File: config.mk
export PLATFORM = sky130hd
export DESIGN_NAME = set_arbiter
export DESIGN_NICKNAME = d
export VERILOG_FILES = /design/src/rtl/set_arbiter_pkg.sv /design/src/rtl/set_rr_pick.sv /design/src/rtl/set_arbiter.sv
export SDC_FILE = /design/constraint.sdc
export NUM_CORES = 1
export LEC_CHECK = 0
export BUFFER_PORTS_ARGS = -buffer_cell sky130_fd_sc_hd__buf_2
export CORE_MARGIN = 2
export CORE_UTILIZATION = 47
export CTS_CLUSTER_SIZE = 20
export DETAILED_ROUTE_END_ITERATION = 16
export MAX_ROUTING_LAYER = met4
export PLACE_DENSITY = 0.83
export RECOVER_POWER = 50
export SYNTH_ARGS = -nofsm -noshare
export SYNTH_HDL_FRONTEND = slang
export SYNTH_SLANG_ARGS = --single-unit
File: constraint.sdc
create_clock -name clk -period 2.5 [get_ports clk]
set_clock_uncertainty 0.15 [all_clocks]
set_input_delay 0.25 -clock clk [delete_from_list [all_inputs] [get_ports clk]]
set_output_delay 0.25 -clock clk [all_outputs]
set_load 0.01 [all_outputs]
File: src/rtl/set_arbiter_pkg.sv
// set_arbiter_pkg: shared state encoding, mode constants and operand widths for the set-count arbiter
// Contents: state_t (arbiter FSM), MODE_* set operations, *_W operand widths, port_oh one-hot helper.
package set_arbiter_pkg;
  localparam int CENT_W = 24;
  localparam int RAD_W  = 12;
  localparam int MODE_W = 2;
  localparam int RES_W  = 8;
  typedef enum logic [1:0] {S_IDLE, S_ISSUE, S_RUN, S_FINISH} state_t;
  localparam logic [MODE_W-1:0] MODE_A   = 2'b00;
  localparam logic [MODE_W-1:0] MODE_AND = 2'b01;
  localparam logic [MODE_W-1:0] MODE_XOR = 2'b10;
  localparam logic [MODE_W-1:0] MODE_ILL = 2'b11;
  function automatic logic [1:0] port_oh(input logic sel);
    return sel ? 2'b10 : 2'b01;
  endfunction
endpackage

File: src/rtl/set_rr_pick.sv
// set_rr_pick: two-way round-robin selector with its own priority pointer
// Ports: clk/rst (async active-high), i_req {req1,req0}, i_adv (a grant is taken this cycle),
//        o_sel (winning port), o_any (some port is requesting).
module set_rr_pick (
  input  logic       clk,
  input  logic       rst,
  input  logic [1:0] i_req,
  input  logic       i_adv,
  output logic       o_sel,
  output logic       o_any
);
  logic r_ptr;
  assign o_any = |i_req;
  assign o_sel = &i_req ? r_ptr : i_req[1];
  always_ff @(posedge clk or posedge rst) begin
    if (rst) r_ptr <= 1'b0;
    else if (i_adv) r_ptr <= ~o_sel;
  end
endmodule

File: src/rtl/set_arbiter.sv
// set_arbiter: arbitrates two requesters onto one shared set-count engine
// Ports: req*/central*/radius*/mode* job requests, gnt*/done*/result*/err job handshake,
//        eng_en/eng_central/eng_radius/eng_mode engine start and operands,
//        eng_busy/eng_valid/eng_candidate engine status. clk, rst async active-high.
module set_arbiter
  import set_arbiter_pkg::*;
#(
  parameter int TIMEOUT = 127
) (
  input  logic              clk,
  input  logic              rst,
  input  logic              req0,
  input  logic              req1,
  input  logic [CENT_W-1:0] central0,
  input  logic [CENT_W-1:0] central1,
  input  logic [RAD_W-1:0]  radius0,
  input  logic [RAD_W-1:0]  radius1,
  input  logic [MODE_W-1:0] mode0,
  input  logic [MODE_W-1:0] mode1,
  output logic              gnt0,
  output logic              gnt1,
  output logic              done0,
  output logic              done1,
  output logic [RES_W-1:0]  result0,
  output logic [RES_W-1:0]  result1,
  output logic              err,
  output logic              eng_en,
  output logic [CENT_W-1:0] eng_central,
  output logic [RAD_W-1:0]  eng_radius,
  output logic [MODE_W-1:0] eng_mode,
  input  logic              eng_busy,
  input  logic              eng_valid,
  input  logic [RES_W-1:0]  eng_candidate
);
  localparam int CNT_W = ($clog2(TIMEOUT + 1) > 7) ? $clog2(TIMEOUT + 1) : 7;
  state_t r_state;
  logic r_sel;
  logic [CNT_W-1:0] r_cnt;
  logic w_sel, w_any, w_take;
  logic [MODE_W-1:0] w_mode;
  assign w_take = (r_state == S_IDLE) && !eng_busy && w_any;
  assign w_mode = w_sel ? mode1 : mode0;
  set_rr_pick u_pick (
    .clk   (clk),
    .rst   (rst),
    .i_req ({req1, req0}),
    .i_adv (w_take),
    .o_sel (w_sel),
    .o_any (w_any)
  );
  always_ff @(posedge clk or posedge rst) begin
    if (rst) begin
      r_state     <= S_IDLE;
      r_sel       <= 1'b0;
      r_cnt       <= '0;
      gnt0        <= 1'b0;
      gnt1        <= 1'b0;
      done0       <= 1'b0;
      done1       <= 1'b0;
      err         <= 1'b0;
      eng_en      <= 1'b0;
      result0     <= '0;
      result1     <= '0;
      eng_central <= '0;
      eng_radius  <= '0;
      eng_mode    <= '0;
    end else begin
      {gnt1, gnt0}   <= 2'b00;
      {done1, done0} <= 2'b00;
      err            <= 1'b0;
      eng_en         <= 1'b0;
      case (r_state)
        S_IDLE: if (w_take) begin
          r_sel        <= w_sel;
          {gnt1, gnt0} <= port_oh(w_sel);
          r_state      <= S_ISSUE;
          // illegal mode never reaches the engine; the job completes inside ISSUE
          if (w_mode == MODE_ILL) begin
            {done1, done0} <= port_oh(w_sel);
            err            <= 1'b1;
            if (w_sel) result1 <= '0;
            else result0 <= '0;
          end else begin
            eng_en      <= 1'b1;
            eng_central <= w_sel ? central1 : central0;
            eng_radius  <= w_sel ? radius1 : radius0;
            eng_mode    <= w_mode;
          end
        end
        S_ISSUE: begin
          r_cnt   <= '0;
          r_state <= eng_en ? S_RUN : S_IDLE;
        end
        // eng_valid wins over a timeout landing in the same cycle
        S_RUN: if (eng_valid || r_cnt == CNT_W'(TIMEOUT - 1)) begin
          {done1, done0} <= port_oh(r_sel);
          err            <= !eng_valid;
          if (r_sel) result1 <= eng_valid ? eng_candidate : '0;
          else result0 <= eng_valid ? eng_candidate : '0;
          r_state <= S_FINISH;
        end else r_cnt <= r_cnt + 1'b1;
        S_FINISH: if (!eng_busy) r_state <= S_IDLE;
        default: r_state <= S_IDLE;
      endcase
    end
  end
endmodule

==> impl_metrics.yaml <==
run_status:
  status: "completed"
cells_and_area:
  antenna_cells: 0
  post-route-util_pct: 62.5
  fill_cells: 639
  drive_gt1_share_pct: 46.1
  fin_nets: 508
  area_growth_pct: 31.0
synthesis:
  ys_ff_latch: 71
  synth-main-ff-cell: "dfrtp_1"
  ys_types: 41
  synth_top_cell_area_share_pct: 52.2
  netlist_area_um2: 3410
  yosys.area.top_type: "dfrtp_1"
  synth_common_cells: "mux2_2, dfrtp_1, mux2_1"
  synth_nets: 352
  yosysWarnings: 0
  async_flop_share_pct: 100
  synth_edf_count: 0
  ys_top_cells_by_area: "dfrtp_1, mux2_2, mux2_1"
  yosysMostFrequentCell: "mux2_2"
  ys_seq_area_share_pct: 52.2
  synth_area_per_cell_um2: 13.1
  syn_inst: 260
timing:
  setup_violations: 0
  finalCritPeriodShare_pct: 98.5
  worst_pin_slew_ns: 0.952
  fin_setup_tns_ns: 0
  maxSlewHeadroom_pct: 36.4
  rsz0062_at_grt: "false"
  layout_min_cycle_time_ns: 2.46
  fmax_mhz: 406
  hold_viol: 0
  slew_violations: 0
cts:
  cts.reportedPaths.clkPinSlew_ns: 0.08
  clk_latency_ns: 0.33
  cts_buffers: 9
  ctsRootBufferMaster: "clkbuf_8"
  cts_sinks: 71
  cts_buffer_depth: 2
  htreeDepth: 3
  cts_tree: "built"
flow_run:
  max-cap-violations: 0
drt:
  drc: 0
  vias_per_cell: 5.16
  firstDrtPassIters: 6
  dr_total_vias: 2682
  wire_per_inst_um: 14.8
  drt_wl_total_um: 7720
  ant_nets: 0
  drt_iter0_drc: 99
global_routing:
  grt_first_pass_wirelength_um: 12100
  grt_start_max_net_pins: 46
  overflow: 0
  antenna_found_initial: 0
  grt_pass1_vias: 2757
  grt_use_total_pct: 20.2
placed_design:
  io_buffers: 149
  post-dp-hpwl_um: 5590
  gp_congestion: 0.804
floorplanning:
  die_h_um: 89.1
  die_width_um: 89.1
  io_pins: 150
  coreArea_um2: 7140
  die-area_um2: 7940
  rows: 31
  start_util_pct: 47.7
worst_setup_path:
  crit_fanout: 19
  critPathKind: "in2reg"
  arrival_ns: 2.53
  cp_data_required_time_ns: 2.57
  startpoint_type: "input pin"
  worstSetupEndpointType: "flip-flop"
worst_hold_path:
  min-delay-path-class: "in2reg"
power:
  cellLeakagePower_uw: 0.00210
  powerDensity_nw_per_um2: 996
  peakVddDrop_mv: 0.504
## flip-flops by register name, indices dropped and copies added, names as in the netlist, named ones only
register,cells
gnt0,1
result1,8
err,1
eng_central,24
eng_en,1
result0,8
r_state,1
gnt1,1
eng_radius,12
r_cnt,7
done0,1
u_pick.r_ptr,1
eng_mode,2
done1,1
r_sel,1
## through the flow
step | total power, uW | instance area, um2 | hold slack (ns) | worst slack, ns | instances
2_1_floorplan | 2900 | 3410 | 0.193 | 0.258 | 260
3_5_place_dp | 3630 | 4300 | 0.191 | 0.214 | 501
4_1_cts | 4580 | 4530 | 0.103 | 0.0322 | 519
5_1_grt | 4770 | 4460 | 0.103 | 0.0292 | 520
3_3_place_gp | 3540 | 4300 | 0.187 | 0.290 | 501
6_report | 4440 | 4460 | 0.113 | 0.0376 | 520
## power by group
group / total (uW) / leakage [uW] / internal [uW] / switching (uW)
Sequential: 1850 / 0.000895 / 1610 / 241
Clock: 943 / 0.000107 / 520 / 424
Combinational: 1650 / 0.00110 / 799 / 853
## layout by cell type (no fill, tap or decap), types with 2 or more instances in the layout
cell,Yosys,final
buf_2,3,89
mux2_2,81,81
dfrtp_1,71,71
clkbuf_1,6,62
mux2_1,11,11
clkbuf_8,0,11
nand2_1,9,9
and3_1,9,9
inv_1,7,7
nor2_1,6,6
nand3_1,6,6
nor2b_1,5,5
a21oi_1,4,4
o21ai_0,4,4
nand2b_1,3,3
buf_4,2,3
a211oi_1,2,2
o211ai_1,2,2
a31oi_1,2,2
a21o_1,2,2
xor2_1,2,2
ha_1,2,2
dlygate4sd3_1,0,2
buf_12,0,2
## worst max-delay path, stage by stage
cell and delay, ns:
dlygate4sd3_1 0.55, buf_2 0.15, or4_4 0.54, a311oi_4 0.42, clkbuf_16 0.28, mux2_2 0.35
## worst paths after layout
check / depth (start not counted) / slack (ns) / endpoint / startpoint
worst max-delay path: 6 / 0.04 / eng_radius[2] / eng_busy
worst min-delay path: 3 / 0.11 / eng_central[19] / central1[19]
worst max register to register: 4 / 0.22 / eng_radius[2] / flip-flop
worst min register to register: 1 / 0.35 / eng_radius[10] / eng_radius[10]
max in group asynchronous: 4 / 0.45 / r_cnt[6] / rst
min in group asynchronous: 3 / 0.52 / eng_central[22] / rst
## layout make-up
cell class	count	area (um2)	share of cell area, %
clock buffers	12	155	3.48
flip-flops and latches	71	1780	39.8
well taps	99	124	2.78
multi-input cells	168	1540	34.5
clock inverters	4	52.6	1.18
inverters	7	26.3	0.589
repair buffers	159	790	17.7
## per-layer routing
metal	vias up	global-route usage, %	routed length [um]
met3	13	4.89	281
met2	70	35.2	4240
met4	0	6.92	105
met5	-	-	0
met1	1338	22.6	3090
li1	1261	-	-
## cell families after synthesis
family | Yosys count | synth area share, %
muxes | 93 | 30.7
and+or+nand+nor | 46 | 7.53
DFF | 71 | 52.2
AOI/OAI and AO/OA | 25 | 5.25
adders and majority gates | 2 | 0.735
buffers and inverters | 21 | 3.09
xor gates and xnor gates | 2 | 0.514
## timing repair
item / CTS / global route
resized for setup: 0 / 1
setup buffers: 0 / 0
hold buffers: 2 / 0
endpoints found under the hold margin: 27 / 0
endpoints found under the setup margin: 0 / 1
Power figures use the tool's default switching activity.
